`src/rtl/sd_spi_target.sv`:
```
// SPI-mode SD card responder: decodes command frames, answers R1/R3/R7, serves CMD17/CMD24 blocks.
// Define SD_TGT_CRC_CHECK_EN to check the command CRC7 (mismatch -> R1 CRC error bit, command dropped).
module sd_spi_target #(
    parameter int unsigned BUSY_BYTES = 4,
    parameter int unsigned NCR_BYTES  = 1
) (
    input  logic        clk_i,
    input  logic        rst_i,
    input  logic        spi_sclk_i,
    input  logic        spi_cs_n_i,
    input  logic        spi_mosi_i,
    output logic        spi_miso_o,
    output logic        spi_miso_oe_o,
    output logic [31:0] blk_addr_o,
    output logic [8:0]  byte_idx_o,
    output logic        mem_rd_o,
    input  logic [7:0]  mem_rdata_i,
    output logic        mem_wr_o,
    output logic [7:0]  mem_wdata_o,
    output logic        card_ready_o,
    output logic        busy_o
);

    typedef enum logic [3:0] {
        S_CMD_RX,
        S_NCR,
        S_RESP,
        S_RD_GAP,
        S_RD_TOKEN,
        S_RD_DATA,
        S_RD_CRC,
        S_WR_TOKEN,
        S_WR_DATA,
        S_WR_CRC,
        S_WR_DRESP,
        S_WR_BUSY
    } state_t;

    state_t      r_state;
    state_t      r_after;
    logic [1:0]  r_sclk_s;
    logic        r_sclk_d;
    logic [1:0]  r_cs_s;
    logic [1:0]  r_mosi_s;
    logic [2:0]  r_bit_cnt;
    logic [6:0]  r_rx_sr;
    logic [7:0]  r_tx_sr;
    logic [37:0] r_cmd;
    logic [2:0]  r_cmd_cnt;
    logic [7:0]  r_r1;
    logic [31:0] r_resp;
    logic        r_long;
    logic [8:0]  r_cnt;
    logic        r_idle;
    logic        r_app;
    logic        r_rd_pend;
    logic [7:0]  r_rd_buf;
    logic [15:0] r_crc16;
    logic        r_wr_inc;

    logic        w_cs_act;
    logic        w_sclk_rise;
    logic        w_sclk_fall;
    logic [7:0]  w_rx_byte;
    logic [5:0]  w_cmd_idx;
    logic [31:0] w_arg;
    logic        w_crc_err;
    logic [7:0]  w_r1;
    logic [31:0] w_tail;
    logic        w_long;
    state_t      w_after;

    assign w_cs_act    = ~r_cs_s[1];
    assign w_sclk_rise = r_sclk_s[1] & ~r_sclk_d;
    assign w_sclk_fall = ~r_sclk_s[1] & r_sclk_d;
    assign w_rx_byte   = {r_rx_sr, r_mosi_s[1]};
    assign w_cmd_idx   = r_cmd[37:32];
    assign w_arg       = r_cmd[31:0];

    function automatic logic [15:0] f_crc16(input logic [15:0] c_in, input logic [7:0] d);
        logic [15:0] c;
        logic        fb;
        c = c_in;
        for (int unsigned i = 0; i < 8; i++) begin
            fb = c[15] ^ d[7-i];
            c  = {c[14:0], 1'b0} ^ (fb ? 16'h1021 : 16'h0000);
        end
        return c;
    endfunction

`ifdef SD_TGT_CRC_CHECK_EN
    function automatic logic [6:0] f_crc7(input logic [39:0] d);
        logic [6:0] c;
        logic       fb;
        c = '0;
        for (int unsigned i = 0; i < 40; i++) begin
            fb = c[6] ^ d[39-i];
            c  = {c[5:0], 1'b0} ^ (fb ? 7'h09 : 7'h00);
        end
        return c;
    endfunction

    // Start bits 01 are implied: only frames beginning with them are collected.
    assign w_crc_err = (f_crc7({2'b01, r_cmd}) != w_rx_byte[7:1]);
`else
    assign w_crc_err = 1'b0;
`endif

    always_comb begin
        w_r1    = {7'b0, r_idle};
        w_tail  = '1;
        w_long  = 1'b0;
        w_after = S_CMD_RX;
        if (w_crc_err) begin
            w_r1[3] = 1'b1;
        end else begin
            case (w_cmd_idx)
                6'd0:  w_r1 = 8'h01;
                6'd8: begin
                    w_long = 1'b1;
                    w_tail = {24'h000001, w_arg[7:0]};
                end
                6'd55: w_r1 = {7'b0, r_idle};
                6'd41: begin
                    if (r_app) w_r1 = 8'h00;
                    else       w_r1[2] = 1'b1;
                end
                6'd58: begin
                    w_long = 1'b1;
                    w_tail = 32'hC0FF8000;
                end
                6'd17, 6'd24: begin
                    if (r_idle) begin
                        w_r1[2] = 1'b1;
                    end else begin
                        w_r1    = 8'h00;
                        w_after = (w_cmd_idx == 6'd17) ? S_RD_GAP : S_WR_TOKEN;
                    end
                end
                default: w_r1[2] = 1'b1;
            endcase
        end
    end

    always_ff @(posedge clk_i or posedge rst_i) begin
        if (rst_i) begin
            r_state       <= S_CMD_RX;
            r_after       <= S_CMD_RX;
            r_sclk_s      <= '0;
            r_sclk_d      <= 1'b0;
            r_cs_s        <= '1;
            r_mosi_s      <= '1;
            r_bit_cnt     <= '0;
            r_rx_sr       <= '0;
            r_tx_sr       <= '1;
            r_cmd         <= '0;
            r_cmd_cnt     <= '0;
            r_r1          <= '1;
            r_resp        <= '1;
            r_long        <= 1'b0;
            r_cnt         <= '0;
            r_idle        <= 1'b1;
            r_app         <= 1'b0;
            r_rd_pend     <= 1'b0;
            r_rd_buf      <= '0;
            r_crc16       <= '0;
            r_wr_inc      <= 1'b0;
            spi_miso_o    <= 1'b1;
            spi_miso_oe_o <= 1'b0;
            blk_addr_o    <= '0;
            byte_idx_o    <= '0;
            mem_rd_o      <= 1'b0;
            mem_wr_o      <= 1'b0;
            mem_wdata_o   <= '0;
            card_ready_o  <= 1'b0;
            busy_o        <= 1'b0;
        end else begin
            r_sclk_s      <= {r_sclk_s[0], spi_sclk_i};
            r_sclk_d      <= r_sclk_s[1];
            r_cs_s        <= {r_cs_s[0], spi_cs_n_i};
            r_mosi_s      <= {r_mosi_s[0], spi_mosi_i};
            spi_miso_oe_o <= w_cs_act;
            mem_rd_o      <= 1'b0;
            mem_wr_o      <= 1'b0;
            r_rd_pend     <= mem_rd_o;
            r_wr_inc      <= 1'b0;
            if (r_rd_pend) r_rd_buf <= mem_rdata_i;
            // Write address advances the cycle after the strobe so the strobe carries its own index.
            if (r_wr_inc) byte_idx_o <= byte_idx_o + 9'd1;

            if (!w_cs_act) begin
                r_state    <= S_CMD_RX;
                r_bit_cnt  <= '0;
                r_cmd_cnt  <= '0;
                r_tx_sr    <= '1;
                spi_miso_o <= 1'b1;
                busy_o     <= 1'b0;
            end else begin
                if (w_sclk_fall) begin
                    spi_miso_o <= r_tx_sr[7];
                    r_tx_sr    <= {r_tx_sr[6:0], 1'b1};
                end
                if (w_sclk_rise) begin
                    r_rx_sr   <= w_rx_byte[6:0];
                    r_bit_cnt <= r_bit_cnt + 3'd1;
                    if (r_bit_cnt == 3'd7) begin
                        // Each branch decides the byte that occupies the next slot on MISO.
                        case (r_state)
                            S_CMD_RX: begin
                                r_tx_sr <= 8'hFF;
                                if (r_cmd_cnt == 3'd5) begin
                                    r_cmd_cnt <= '0;
                                    r_state   <= S_NCR;
                                    r_cnt     <= 9'(NCR_BYTES - 1);
                                    r_r1      <= w_r1;
                                    r_resp    <= w_tail;
                                    r_long    <= w_long;
                                    r_after   <= w_after;
                                    if (!w_crc_err) begin
                                        r_app <= (w_cmd_idx == 6'd55);
                                        case (w_cmd_idx)
                                            6'd0:  r_idle <= 1'b1;
                                            6'd41: begin
                                                if (r_app) begin
                                                    r_idle       <= 1'b0;
                                                    card_ready_o <= 1'b1;
                                                end
                                            end
                                            6'd17, 6'd24: begin
                                                if (!r_idle) begin
                                                    blk_addr_o <= w_arg;
                                                    byte_idx_o <= '0;
                                                end
                                            end
                                            default: ;
                                        endcase
                                    end
                                end else if (r_cmd_cnt != 3'd0 || w_rx_byte[7:6] == 2'b01) begin
                                    r_cmd     <= {r_cmd[29:0], w_rx_byte};
                                    r_cmd_cnt <= r_cmd_cnt + 3'd1;
                                end
                            end
                            S_NCR: begin
                                if (r_cnt == 9'd0) begin
                                    r_tx_sr <= r_r1;
                                    r_state <= S_RESP;
                                    r_cnt   <= r_long ? 9'd4 : 9'd0;
                                    busy_o  <= (r_after != S_CMD_RX);
                                end else begin
                                    r_tx_sr <= 8'hFF;
                                    r_cnt   <= r_cnt - 9'd1;
                                end
                            end
                            S_RESP: begin
                                if (r_cnt != 9'd0) begin
                                    r_tx_sr <= r_resp[31:24];
                                    r_resp  <= {r_resp[23:0], 8'hFF};
                                    r_cnt   <= r_cnt - 9'd1;
                                end else begin
                                    r_tx_sr <= 8'hFF;
                                    r_state <= r_after;
                                    r_cnt   <= '0;
                                end
                            end
                            S_RD_GAP: begin
                                r_tx_sr  <= 8'hFE;
                                r_state  <= S_RD_TOKEN;
                                mem_rd_o <= 1'b1;
                            end
                            S_RD_TOKEN: begin
                                r_tx_sr    <= r_rd_buf;
                                r_crc16    <= f_crc16(16'h0000, r_rd_buf);
                                byte_idx_o <= byte_idx_o + 9'd1;
                                mem_rd_o   <= 1'b1;
                                r_state    <= S_RD_DATA;
                                r_cnt      <= '0;
                            end
                            S_RD_DATA: begin
                                if (r_cnt == 9'd511) begin
                                    r_tx_sr    <= r_crc16[15:8];
                                    r_state    <= S_RD_CRC;
                                    byte_idx_o <= '0;
                                    r_cnt      <= '0;
                                end else begin
                                    r_tx_sr <= r_rd_buf;
                                    r_crc16 <= f_crc16(r_crc16, r_rd_buf);
                                    r_cnt   <= r_cnt + 9'd1;
                                    if (byte_idx_o != 9'd511) begin
                                        byte_idx_o <= byte_idx_o + 9'd1;
                                        mem_rd_o   <= 1'b1;
                                    end
                                end
                            end
                            S_RD_CRC: begin
                                if (r_cnt == 9'd0) begin
                                    r_tx_sr <= r_crc16[7:0];
                                    r_cnt   <= 9'd1;
                                end else begin
                                    r_tx_sr <= 8'hFF;
                                    r_state <= S_CMD_RX;
                                    busy_o  <= 1'b0;
                                end
                            end
                            S_WR_TOKEN: begin
                                r_tx_sr <= 8'hFF;
                                if (w_rx_byte == 8'hFE) begin
                                    r_state <= S_WR_DATA;
                                    r_cnt   <= '0;
                                end
                            end
                            S_WR_DATA: begin
                                r_tx_sr     <= 8'hFF;
                                mem_wr_o    <= 1'b1;
                                mem_wdata_o <= w_rx_byte;
                                r_wr_inc    <= 1'b1;
                                if (r_cnt == 9'd511) begin
                                    r_state <= S_WR_CRC;
                                    r_cnt   <= '0;
                                end else begin
                                    r_cnt <= r_cnt + 9'd1;
                                end
                            end
                            S_WR_CRC: begin
                                if (r_cnt == 9'd0) begin
                                    r_tx_sr <= 8'hFF;
                                    r_cnt   <= 9'd1;
                                end else begin
                                    r_tx_sr <= 8'h05;
                                    r_state <= S_WR_DRESP;
                                end
                            end
                            S_WR_DRESP: begin
                                if (BUSY_BYTES == 0) begin
                                    r_tx_sr <= 8'hFF;
                                    r_state <= S_CMD_RX;
                                    busy_o  <= 1'b0;
                                end else begin
                                    r_tx_sr <= 8'h00;
                                    r_state <= S_WR_BUSY;
                                    r_cnt   <= 9'(BUSY_BYTES - 1);
                                end
                            end
                            S_WR_BUSY: begin
                                if (r_cnt == 9'd0) begin
                                    r_tx_sr <= 8'hFF;
                                    r_state <= S_CMD_RX;
                                    busy_o  <= 1'b0;
                                end else begin
                                    r_tx_sr <= 8'h00;
                                    r_cnt   <= r_cnt - 9'd1;
                                end
                            end
                            default: r_state <= S_CMD_RX;
                        endcase
                    end
                end
            end
        end
    end

endmodule

```
`config.mk`:
```
export PLATFORM = sky130hd
export DESIGN_NAME = sd_spi_target
export DESIGN_NICKNAME = d
export VERILOG_FILES = /design/src/rtl/sd_spi_target.sv
export SDC_FILE = /design/constraint.sdc
export NUM_CORES = 1
export LEC_CHECK = 0
export ABC_AREA = 1
export BUFFER_PORTS_ARGS = -buffer_cell sky130_fd_sc_hd__buf_4
export CAP_MARGIN = 20
export CORE_MARGIN = 2
export CORE_UTILIZATION = 62
export CTS_BUF_LIST = sky130_fd_sc_hd__clkbuf_16
export DETAILED_ROUTE_END_ITERATION = 12
export PLACE_DENSITY = 0.81
export SYNTH_ARGS = -nofsm -noshare
export SYNTH_HDL_FRONTEND = slang
export SYNTH_SLANG_ARGS = --single-unit
```
`constraint.sdc`:
```
create_clock -name clk_i -period 15.7 [get_ports clk_i]
set_input_delay 4.71 -clock clk_i [delete_from_list [all_inputs] [get_ports clk_i]]
set_output_delay 4.71 -clock clk_i [all_outputs]
set_load 0.02 [all_outputs]
```
==> Word level (Yosys, flattened, before mapping) <==
Cells that the tools add are included.
{ "word_totals": {"wordCells": 251, "reg_bits": 206, "in_bits": 13} }
{ "classes": {"mux": 104, "add_sub_neg": 5, "n_reduce_logical": 37, "n_eq_ne": 39, "bitwise": 37} }
{ "op_table": {"columns": ["op", "n"], "rows": [
  ["13-bit 2-to-1 mux", 16],
  ["16-bit by 13-bit bitwise XOR with 16-bit output", 13],
  ["9-bit 2-to-1 mux", 16],
  ["32-bit case mux with 2 select lines", 2],
  ["9-bit case mux with 9 select lines", 1],
  ["8-bit 2-to-1 mux", 10],
  ["8-bit case mux with 10 select lines", 1],
  ["32-bit 2-to-1 mux", 2],
  ["4-bit 2-to-1 mux", 13],
  ["4-bit case mux with 12 select lines", 1],
  ["3-bit 2-to-1 mux", 11],
  ["16-bit case mux with 2 select lines", 1],
  ["3-bit inequality test (second input constant)", 9],
  ["9-bit case mux with 3 select lines", 1],
  ["1-bit 2-to-1 mux", 23],
  ["7-bit AND reduction", 3],
  ["9-bit by 1-bit adder with 9-bit output (second input constant)", 2],
  ["6-bit == test (second input constant)", 3],
  ["6-bit AND reduction", 3],
  ["9-bit nonzero test", 2],
  ["4-bit by 3-bit == test with 1-bit output (second input constant)", 4],
  ["4-bit == test (second input constant)", 4],
  ["16-bit 2-to-1 mux", 1],
  ["15-bit by 13-bit bitwise XOR with 15-bit output", 1],
  ["36 further kinds", 79]
]} }

==> Logic depth before layout (Yosys ltp) <==
Gate-level depths: netlist of the first run.
{ "depth": {"word_depth": 26, "ltp_mapped": 17, "depth_no_buf": 16} }

==> Worst setup path after synthesis of the first run <==
Ideal clock, no wire load.
{ "synth_timing": {"path_type": "flip-flop to output port", "start": "register spi_miso_o", "end": "output port spi_miso_o", "n_path_buf": 0, "stages_incl_launch_ff": 1, "path_slack_ns": 10.427, "arrival_time_ns": 0.563, "cell_sequence": "dfstp_2"} }
{ "synth_rtl": {"columns": ["item", "line", "text"], "rows": [
  ["start, declared", "12", "output logic spi_miso_o,"],
  ["start signal, assigned", "200", "spi_miso_o <= r_tx_sr[7];"]
]} }
No word-level cell between the ends.

==> Final worst setup path of the first run <==
{ "layout_timing": {"start": "register spi_miso_o", "end": "output port spi_miso_o"} }
No word-level cell between the ends.

==> impl_metrics.env, run 1 <==
export IMPL_period_share=0.370
export IMPL_place_inst=1528
export IMPL_holdPathStages=0
export IMPL_fin_cells=1561
export IMPL_dp_slack_ps=9200
export IMPL_regArea_um2=5040
export IMPL_crit_cells=1
export IMPL_p_leak_nw=5.67
export IMPL_dpl_cell_area_um2=10600
export IMPL_max_cap_violations=0
export IMPL_synth_top_family_by_area="simple AND/OR/NAND/NOR gates"
export IMPL_ant_nets=0
export IMPL_vias_per_cell=5.41
export IMPL_worst_path_max_delay_cell="dfstp_2"
export IMPL_crit_chain="buf_4"
export IMPL_tightest_slew_ps=906
export IMPL_yosysWarningCount=0
export IMPL_multi_input_area_um2=4200
export IMPL_clock_fmax_ghz=0.172
export IMPL_syn_avg_cell_area_um2=7.80
export IMPL_synth_fa_ha_area_frac=0.0112
export IMPL_finalWorstSetupSlack_ps=9900
export IMPL_cts_root_buf="clkbuf_16"
export IMPL_start_kind="flip-flop"
export IMPL_place_congestion=0.917
export IMPL_syn2layout_area_growth_pct=12.1
export IMPL_cp_top_family="flip-flops"
export IMPL_drive_gt1_frac=0.145
export IMPL_synth_compound_area_frac=0.124
export IMPL_final_common_cell="nand2_1"
export IMPL_wire_per_inst_um=14.9
export IMPL_grt_max_degree=122
export IMPL_clock_path_buffers=2
export IMPL_synth_edf_count=0
export IMPL_clock_sinks=199
export IMPL_path_max_fanout=2
export IMPL_hold_viol_final=0
export IMPL_postCtsSetupBuffers=0
export IMPL_num_antenna_cells=0
export IMPL_cp_required_ps=10990
export IMPL_drv_slew=0
export IMPL_rows=46
export IMPL_synth_seq_area_share=0.503
export IMPL_endpoint_kind="output pin"
export IMPL_antenna_found_initial=0
export IMPL_crit_buf_inv=1
export IMPL_ys_flop_type="dfrtp_1"
export IMPL_cts_clk_slew_worst_paths_ps=80
export IMPL_clock_latency_ps=440
export IMPL_fin_skew_ps=16.0
export IMPL_final_core_util=0.710
export IMPL_cts_resized=0
export IMPL_setup_violations=0
export IMPL_cts_tree="done"
export IMPL_max_stage_delay_ps=530
export IMPL_first_pass_iters=6
export IMPL_synth_simple_gate_area_frac=0.256
export IMPL_fill_cells=1279
export IMPL_layout_common_cells="nand2_1 (421), dfrtp_1 (150), inv_1 (130)"
export IMPL_hold_path_class="flip-flop to flip-flop"
export IMPL_routed_wl_um=23300
export IMPL_grt_overflow=0
export IMPL_nets=1354
export IMPL_grt_usage=0.277
export IMPL_synth_fp_nets=1307
export IMPL_crit_type="flip-flop to output pin"
export IMPL_portBuffers=67
export IMPL_first_iter_violations=680
export IMPL_cts_buffers=17
export IMPL_vias=8439
export IMPL_grt_pass1_wl_um=39000
export IMPL_ir_worst_vdd_v=0.0000865
export IMPL_die_h_um=131
export IMPL_setup_tns_ps=0
export IMPL_synth_cell_area_um2=10000
export IMPL_synthArstFlopShare=1.00
export IMPL_grt_pass1_vias=8034
export IMPL_final_cell_area_um2=11200
export IMPL_synthXorXnorAreaFrac=0.0271
export IMPL_powerDensity_nw_per_um2=101
export IMPL_cts_hold_buf=0
export IMPL_ys_types=42
export IMPL_h_tree_depth=4
export IMPL_relSlewSlack=0.395
export IMPL_rsz0062_at_grt="no"
export IMPL_initial_utilization=0.633
export IMPL_die_area_um2=17200
export IMPL_arrival_ps=1090
export IMPL_syn_inst=1285
export IMPL_die_x_um=131
export IMPL_core_area_um2=15800
export IMPL_ios=68
export IMPL_whs_ps=353
export IMPL_synthMuxAreaShare=0.00112
export IMPL_status="finished, final reports clean"
export IMPL_hpwlAfterDp_um=15800
export IMPL_reg2regPathDepth=11
export IMPL_synth_seq_cells=199
export IMPL_min_period_ps=5800
export IMPL_power_mw=1.13
export IMPL_drc_errors=0
final cells by class:
class | count | area share
Clock buffer | 17 | 0.0379
Timing Repair Buffer | 72 | 0.0499
Sequential cell | 199 | 0.449
Clock inverter | 15 | 0.0163
Multi-Input combinational cell | 896 | 0.374
Tap cell | 216 | 0.0241
Inverter | 146 | 0.0494
final timing paths:
check / start / endpoint / slack, ps
max in group asynchronous: rst_i / spi_miso_o / 9950
worst max register to register: r_cnt[0] / r_crc16[8] / 12890
worst max-delay path: spi_miso_o / spi_miso_o / 9900
worst min register to register: r_mosi_s[0] / r_mosi_s[1] / 350
worst min-delay path: r_mosi_s[0] / r_mosi_s[1] / 350
min in group asynchronous: rst_i / blk_addr_o[29] / 4410
cells in the mapped netlist (2+ instances only):
cell      count  area (um2)
nand2_1     421        1580
dfrtp_1     150        3750
inv_1       130         488
o21ai_0     103         515
nor2_1       92         345
nand3_1      62         310
o21ai_1      57         285
a21oi_1      51         255
dfstp_2      49        1290
buf_2        27         135
xor2_1       20         175
inv_2        14        52.6
nor3_1       13        65.1
xnor2_1      11        96.3
clkbuf_1     10        37.5
ha_1          9         113
nor2_2        7        43.8
nand4_1       6        37.5
nor2_4        6        67.6
nand2_2       5        31.3
a21boi_0      4        30.0
buf_6         4        45.0
o211ai_1      4        30.0
a22oi_1       3        22.5
a31oi_1       3        18.8
o22ai_1       3        18.8
a21boi_1      2        15.0
buf_4         2        15.0
clkinv_1      2        7.51
nand3_2       2        20.0
or2_2         2        12.5
registers in the layout, indices dropped and copies added (netlist names), 4 cells and up:
name	flops
r_tx_sr	8
r_state	4
blk_addr_o	32
r_rd_buf	8
r_cmd	38
r_rx_sr	7
r_cnt	9
r_crc16	16
byte_idx_o	9
r_resp	32
mem_wdata_o	8
kinds of logic after synthesis:
logic type               after synthesis
AND/OR/NAND/NOR                      620
AO/OA/AOI/OAI                        235
flip-flops                           199
buffers and inverters                190
XOR/XNOR                              31
adder cells (fa/ha/maj)                9
multiplexers                           1
report_power, final:
part	switching, mW	internal, mW
combinational	0.115	0.0422
clock	0.224	0.217
sequential	0.0111	0.524
total	0.350	0.783
routing by layer:
layer / vias to the layer above / track usage / wire length (um)
met5: - / 0 / 0
met4: 0 / 0.0876 / 515
met3: 48 / 0.0525 / 1280
met2: 259 / 0.455 / 11300
met1: 3968 / 0.377 / 10200
li1: 4164 / - / -
(Power assumes the default switching activity.)
==> inputs of run 2 (changes only) <==
Settings changed: ABC_AREA 1 to 0, CORE_UTILIZATION 62 to 55, PLACE_DENSITY 0.81 to 0.77.
Clock period 15.7 ns to 5.2 ns, I/O delays scaled along.
==> run 2 against run 1 <==
Net effect: clock skew decreased by 5.1 ps; non-clock buffer count up 2; synthesized cell count down 29%; critical path depth grew 6; sequential share of layout area up 1.1 points; hold slack gained 5.5 ps; die area up 7.7%; worst setup slack worse by 7900 ps; power increased to 2.8 times the previous value; wire length down 11%; via count is 18% lower; first-iteration DRC count is 29% lower.
==> impl_metrics.env, run 2 <==
export IMPL_status="finished, final reports clean"
export IMPL_synth_seq_area_share=0.525
export IMPL_synth_simple_gate_area_frac=0.130
export IMPL_min_period_ps=3220
export IMPL_vias_per_cell=5.87
export IMPL_fin_skew_ps=10.9
export IMPL_hold_viol_final=0
export IMPL_synth_fa_ha_area_frac=0.0117
export IMPL_max_cap_violations=0
export IMPL_period_share=0.619
export IMPL_h_tree_depth=4
export IMPL_cts_resized=0
export IMPL_syn_inst=906
export IMPL_clock_sinks=199
export IMPL_regToRegStartpoint="r_cnt[1]"
export IMPL_clock_fmax_ghz=0.311
export IMPL_arrival_ps=3550
export IMPL_grt_pass1_wl_um=35300
export IMPL_cts_buffers=17
export IMPL_clock_path_buffers=2
export IMPL_first_iter_violations=482
export IMPL_synth_edf_count=0
export IMPL_setup_tns_ps=0
export IMPL_synth_top_area_frac=0.391
export IMPL_routed_wl_um=20700
export IMPL_max_stage_delay_ps=820
export IMPL_rsz0062_at_grt="no"
export IMPL_first_pass_iters=5
export IMPL_grt_usage=0.242
export IMPL_ys_flop_type="dfrtp_1"
export IMPL_yosys_area_top_type="dfrtp_1"
export IMPL_cp_required_ps=5530
export IMPL_clock_latency_ps=440
export IMPL_worst_path_max_delay_cell="a31oi_1"
export IMPL_ios=68
export IMPL_crit_chain="inv_1, ha_1, nor4b_1, nand2_1, a31oi_1, o221ai_1, a22o_1"
export IMPL_path_max_fanout=16
export IMPL_synth_seq_cells=199
export IMPL_relSlewSlack=0.214
export IMPL_hold_path_class="flip-flop to flip-flop"
export IMPL_grt_max_degree=85
export IMPL_yosysMostFrequentCell="dfrtp_1"
export IMPL_synth_compound_area_frac=0.143
export IMPL_hpwlAfterDp_um=14000
export IMPL_synth_top_family_by_area="compound AO/OA/AOI/OAI gates"
export IMPL_nets=970
export IMPL_final_cell_area_um2=11000
export IMPL_synthArstFlopShare=1.00
export IMPL_reg2regPathDepth=7
export IMPL_antenna_found_initial=0
export IMPL_syn_avg_cell_area_um2=10.6
export IMPL_synthXorXnorAreaFrac=0.0374
export IMPL_synthMuxAreaShare=0.125
export IMPL_cts_clk_slew_worst_paths_ps=80
export IMPL_tightest_slew_ps=1180
export IMPL_fill_cells=1423
export IMPL_p_leak_nw=5.02
export IMPL_p_int_mw=2.37
export IMPL_yosysWarningCount=0
export IMPL_multi_input_area_um2=4320
export IMPL_powerDensity_nw_per_um2=287
export IMPL_largest_register_ffs=38
export IMPL_ys_top_cells_by_area="dfrtp_1 (39%), dfstp_2 (13%), mux2_2 (11%), o21ai_0 (4.7%), nand2_1 (4.0%)"
export IMPL_start_kind="flip-flop"
export IMPL_drv_slew=0
export IMPL_synth_cell_area_um2=9600
export IMPL_vias=6960
export IMPL_dpl_cell_area_um2=10300
export IMPL_die_x_um=136
export IMPL_syn2layout_area_growth_pct=14.3
export IMPL_initial_utilization=0.559
export IMPL_crit_type="flip-flop to flip-flop"
export IMPL_reg_top3="r_cmd x38, blk_addr_o x32, r_resp x32"
export IMPL_cts_tree="done"
export IMPL_final_common_cell="dfrtp_1"
export IMPL_regMostFlops="r_cmd"
export IMPL_num_antenna_cells=0
export IMPL_die_h_um=136
export IMPL_place_congestion=0.933
export IMPL_postCtsSetupBuffers=0
export IMPL_r2r_end="r_cnt[2]"
export IMPL_core_area_um2=17200
export IMPL_synth_fp_nets=928
export IMPL_die_area_um2=18500
export IMPL_seqPwrFrac=0.511
export IMPL_ant_nets=0
export IMPL_setup_violations=0
export IMPL_p_comb_frac=0.029
export IMPL_portBuffers=67
export IMPL_layout_common_cells="dfrtp_1 (150), nand2_1 (102), mux2_2 (95)"
export IMPL_endpoint_kind="flip-flop"
export IMPL_ys_types=69
export IMPL_holdPathStages=0
export IMPL_grt_pass1_vias=6974
export IMPL_rows=48
export IMPL_finalWorstSetupSlack_ps=1980
export IMPL_grt_overflow=0
export IMPL_cts_hold_buf=0
export IMPL_drc_errors=0
export IMPL_min_to="r_mosi_s[1]"
export IMPL_yosys_top_cells_count="dfrtp_1 (150), nand2_1 (102), mux2_2 (95), o21ai_0 (90), a21oi_1 (53)"
export IMPL_worstHoldStart="r_mosi_s[0]"
export IMPL_regArea_um2=5040
export IMPL_wire_per_inst_um=17.5
export IMPL_cts_root_buf="clkbuf_16"
export IMPL_power_share_clock=0.461
export IMPL_p_switching_mw=0.777
export IMPL_sw_frac_of_total=0.246
export IMPL_drive_gt1_frac=0.279
export IMPL_ir_worst_vdd_v=0.000237
export IMPL_dp_slack_ps=2140
export IMPL_r2r_slack_ps=1980
==> run 2: changes by cell type after synthesis, sizes merged, moves of 7 or more <==
cell    change
nand2     -325
inv       -128
mux2       +94
nor2       -56
o21ai      -54
nand3      -46
clkbuf     +32
buf        -25
mux2i      +13
and3       +10
a32oi       +8
nor4        +7
==> run 2: worst max path at each step <==
stage	from	endpoint	slack, ps	cells past startpoint
floorplan	rst_i	blk_addr_o[0]	1110	1
global placement	r_state[0]	blk_addr_o[16]	2240	7
detailed placement	r_cnt[1]	r_cnt[2]	2140	7
CTS	r_cnt[1]	r_cnt[2]	2050	7
global route	r_cnt[1]	r_cnt[2]	1670	7
finish	r_cnt[1]	r_cnt[2]	1980	7
==> run 2: final cells by class <==
cell class                      count  share of cell area
Clock buffer                       17              0.0388
Clock inverter                     15              0.0223
Inverter                           16             0.00582
Multi-Input combinational cell    640               0.394
Sequential cell                   199               0.460
Tap cell                          225              0.0257
Timing Repair Buffer               74              0.0541
==> run 2: layer usage <==
layer | track usage | vias to the layer above | wire [um]
met5 | 0 | - | 0
met1 | 0.319 | 3406 | 9290
li1 | - | 3356 | -
met4 | 0.0990 | 0 | 564
met3 | 0.0466 | 43 | 798
met2 | 0.392 | 155 | 10100
==> run 2: kinds of logic (layout without fill, tap and decap cells) <==
logic type	Yosys count	in the layout
mux	108	108
buf+inv	67	122
simple gates	252	252
fa+ha+maj	9	9
compound gates	230	230
xor+xnor	41	41
flops	199	199
==> run 2: critical path: cells and delay by family (launching register included) <==
kind            cells  cell delay (ps)
compound gates      3             1390
simple gates        2              970
flops               1              420
fa+ha+maj           1              180
buf+inv             1              150
==> run 2: stage by stage <==
stage               power, mW  utilization  std cells  hold WS [ps]
floorplan                1.69            -        906           331
CTS                      3.18        0.638       1186           361
global placement         1.73        0.598       1153           337
detailed placement       1.73        0.599       1154           343
global route             3.26        0.638       1186           362
finish                   3.15        0.638       1186           359
==> run 2: power by group through the flow <==
stage	registers (mW)	clock network (mW)	logic, mW
floorplan	1.62	0	0.0618
global placement	1.64	0	0.0885
detailed placement	1.64	0	0.0926
CTS	1.61	1.48	0.0934
global route	1.61	1.54	0.104
finish	1.61	1.45	0.0899
==> inputs of run 3 (changes only) <==
Settings changed: CORE_UTILIZATION 55 to 61, PLACE_DENSITY 0.77 to 0.8.
Clock period 5.2 ns to 3.25 ns, I/O delays scaled along.
==> run 3 against run 2 <==
Net effect: clock power rose by 48%; non-clock buffer count up 18; hold slack lost 3.9 ps; worst setup slack got worse by 1500 ps; flip-flop and latch count stayed put; largest power group unchanged; register-to-register slack got worse by 1500 ps; core utilization increased by 8.2 points; clock skew down 0.85 ps.
==> impl_metrics.env, run 3 (same netlist as run 2, synthesis figures left out) <==
export IMPL_status="finished, final reports clean"
export IMPL_p_switching_mw=1.18
export IMPL_cts_tree="done"
export IMPL_cts_buffers=17
export IMPL_drc_errors=0
export IMPL_hpwlAfterDp_um=14300
export IMPL_power_share_clock=0.441
export IMPL_reg_top3="r_cmd x38, blk_addr_o x32, r_resp x32"
export IMPL_portBuffers=67
export IMPL_clock_sinks=199
export IMPL_max_cap_violations=0
export IMPL_place_congestion=0.912
export IMPL_setup_violations=0
export IMPL_die_area_um2=16800
export IMPL_postCtsSetupBuffers=0
export IMPL_clock_fmax_ghz=0.356
export IMPL_worst_path_max_delay_cell="nor4b_1"
export IMPL_cts_hold_buf=0
export IMPL_crit_type="flip-flop to flip-flop"
export IMPL_die_x_um=129
export IMPL_h_tree_depth=4
export IMPL_drive_gt1_frac=0.292
export IMPL_tightest_slew_ps=1090
export IMPL_hold_path_class="flip-flop to flip-flop"
export IMPL_ant_nets=0
export IMPL_initial_utilization=0.627
export IMPL_power_mw=4.87
export IMPL_wire_per_inst_um=17.7
export IMPL_vias=7053
export IMPL_grt_pass1_vias=6962
export IMPL_final_common_cell="dfrtp_1"
export IMPL_routed_wl_um=21000
export IMPL_whs_ps=355
export IMPL_fin_skew_ps=10.0
export IMPL_nets=988
export IMPL_p_comb_frac=0.030
export IMPL_hold_viol_final=0
export IMPL_layout_common_cells="dfrtp_1 (150), nand2_1 (102), mux2_2 (95)"
export IMPL_drv_slew=0
export IMPL_grt_max_degree=65
export IMPL_crit_buf_inv=1
export IMPL_first_iter_violations=596
export IMPL_syn2layout_area_growth_pct=14.9
export IMPL_core_area_um2=15300
export IMPL_vias_per_cell=5.93
export IMPL_powerDensity_nw_per_um2=442
export IMPL_largest_register_ffs=38
export IMPL_grt_pass1_wl_um=35400
export IMPL_antenna_found_initial=0
export IMPL_first_pass_iters=5
export IMPL_ios=68
export IMPL_p_int_mw=3.69
export IMPL_num_antenna_cells=0
export IMPL_fin_cells=1190
export IMPL_sw_frac_of_total=0.243
export IMPL_place_inst=1158
export IMPL_min_period_ps=2810
export IMPL_max_stage_delay_ps=470
export IMPL_cts_root_buf="clkbuf_16"
export IMPL_path_max_fanout=16
export IMPL_ir_worst_vdd_v=0.000553
export IMPL_grt_overflow=0
export IMPL_clock_latency_ps=440
export IMPL_crit_chain="inv_1, ha_1, nor4b_1, nand2_1, o21ai_0, o211ai_1, a21oi_1, a32oi_1"
export IMPL_rsz0062_at_grt="no"
export IMPL_cts_resized=0
export IMPL_grt_usage=0.267
export IMPL_start_kind="flip-flop"
export IMPL_regMostFlops="r_cmd"
export IMPL_r2r_slack_ps=440
export IMPL_die_h_um=129
export IMPL_final_core_util=0.720
export IMPL_clock_path_buffers=2
export IMPL_relSlewSlack=0.273
export IMPL_cp_top_family="compound AO/OA/AOI/OAI gates"
export IMPL_rows=45
export IMPL_seqPwrFrac=0.529
export IMPL_cp_required_ps=3580
export IMPL_arrival_ps=3130
export IMPL_period_share=0.864
export IMPL_cts_clk_slew_worst_paths_ps=80
export IMPL_p_leak_nw=5.08
export IMPL_endpoint_kind="flip-flop"
## run 3: power by group through the flow
stage	Sequential (mW)	Clock (mW)	Combinational, mW
2_1_floorplan	2.60	0	0.0988
3_3_place_gp	2.62	0	0.146
3_5_place_dp	2.62	0	0.149
4_1_cts	2.58	2.19	0.150
5_1_grt	2.58	2.30	0.164
6_report	2.58	2.15	0.145
## run 3: final timing paths
kind	endpoint	startpoint	cells past startpoint
max reg2reg	r_tx_sr[1]	r_cnt[1]	8
min	r_sclk_s[1]	r_sclk_s[0]	0
max	r_tx_sr[1]	r_cnt[1]	8
max in group asynchronous	r_resp[1]	rst_i	3
min in group asynchronous	r_bit_cnt[0]	rst_i	2
min reg2reg	r_sclk_s[1]	r_sclk_s[0]	0
## run 3: final cells by class
class	count	area [um2]
Inverter	16	63.8
Timing Repair Buffer	92	741
Clock inverter	15	176
Tap cell	211	264
Clock buffer	17	425
Sequential cell	199	5040
Fill cell	1139	4290
Multi-Input combinational cell	640	4320
## run 3: per-stage QoR
stage / TNS [ps] / setup slack, ps / area (um2)
after floorplan: -38900 / -259 / 9600
after global placement: 0 / 664 / 10400
after detailed placement: 0 / 527 / 10400
after CTS: 0 / 517 / 11000
after global routing: 0 / 258 / 11000
final: 0 / 440 / 11000
## run 3: layer usage
layer | track usage | share of wire | up-vias
li1 | - | - | 3384
met1 | 0.356 | 0.45 | 3462
met2 | 0.442 | 0.49 | 168
met3 | 0.0599 | 0.042 | 39
met4 | 0.0816 | 0.023 | 0
met5 | 0 | 0 | -
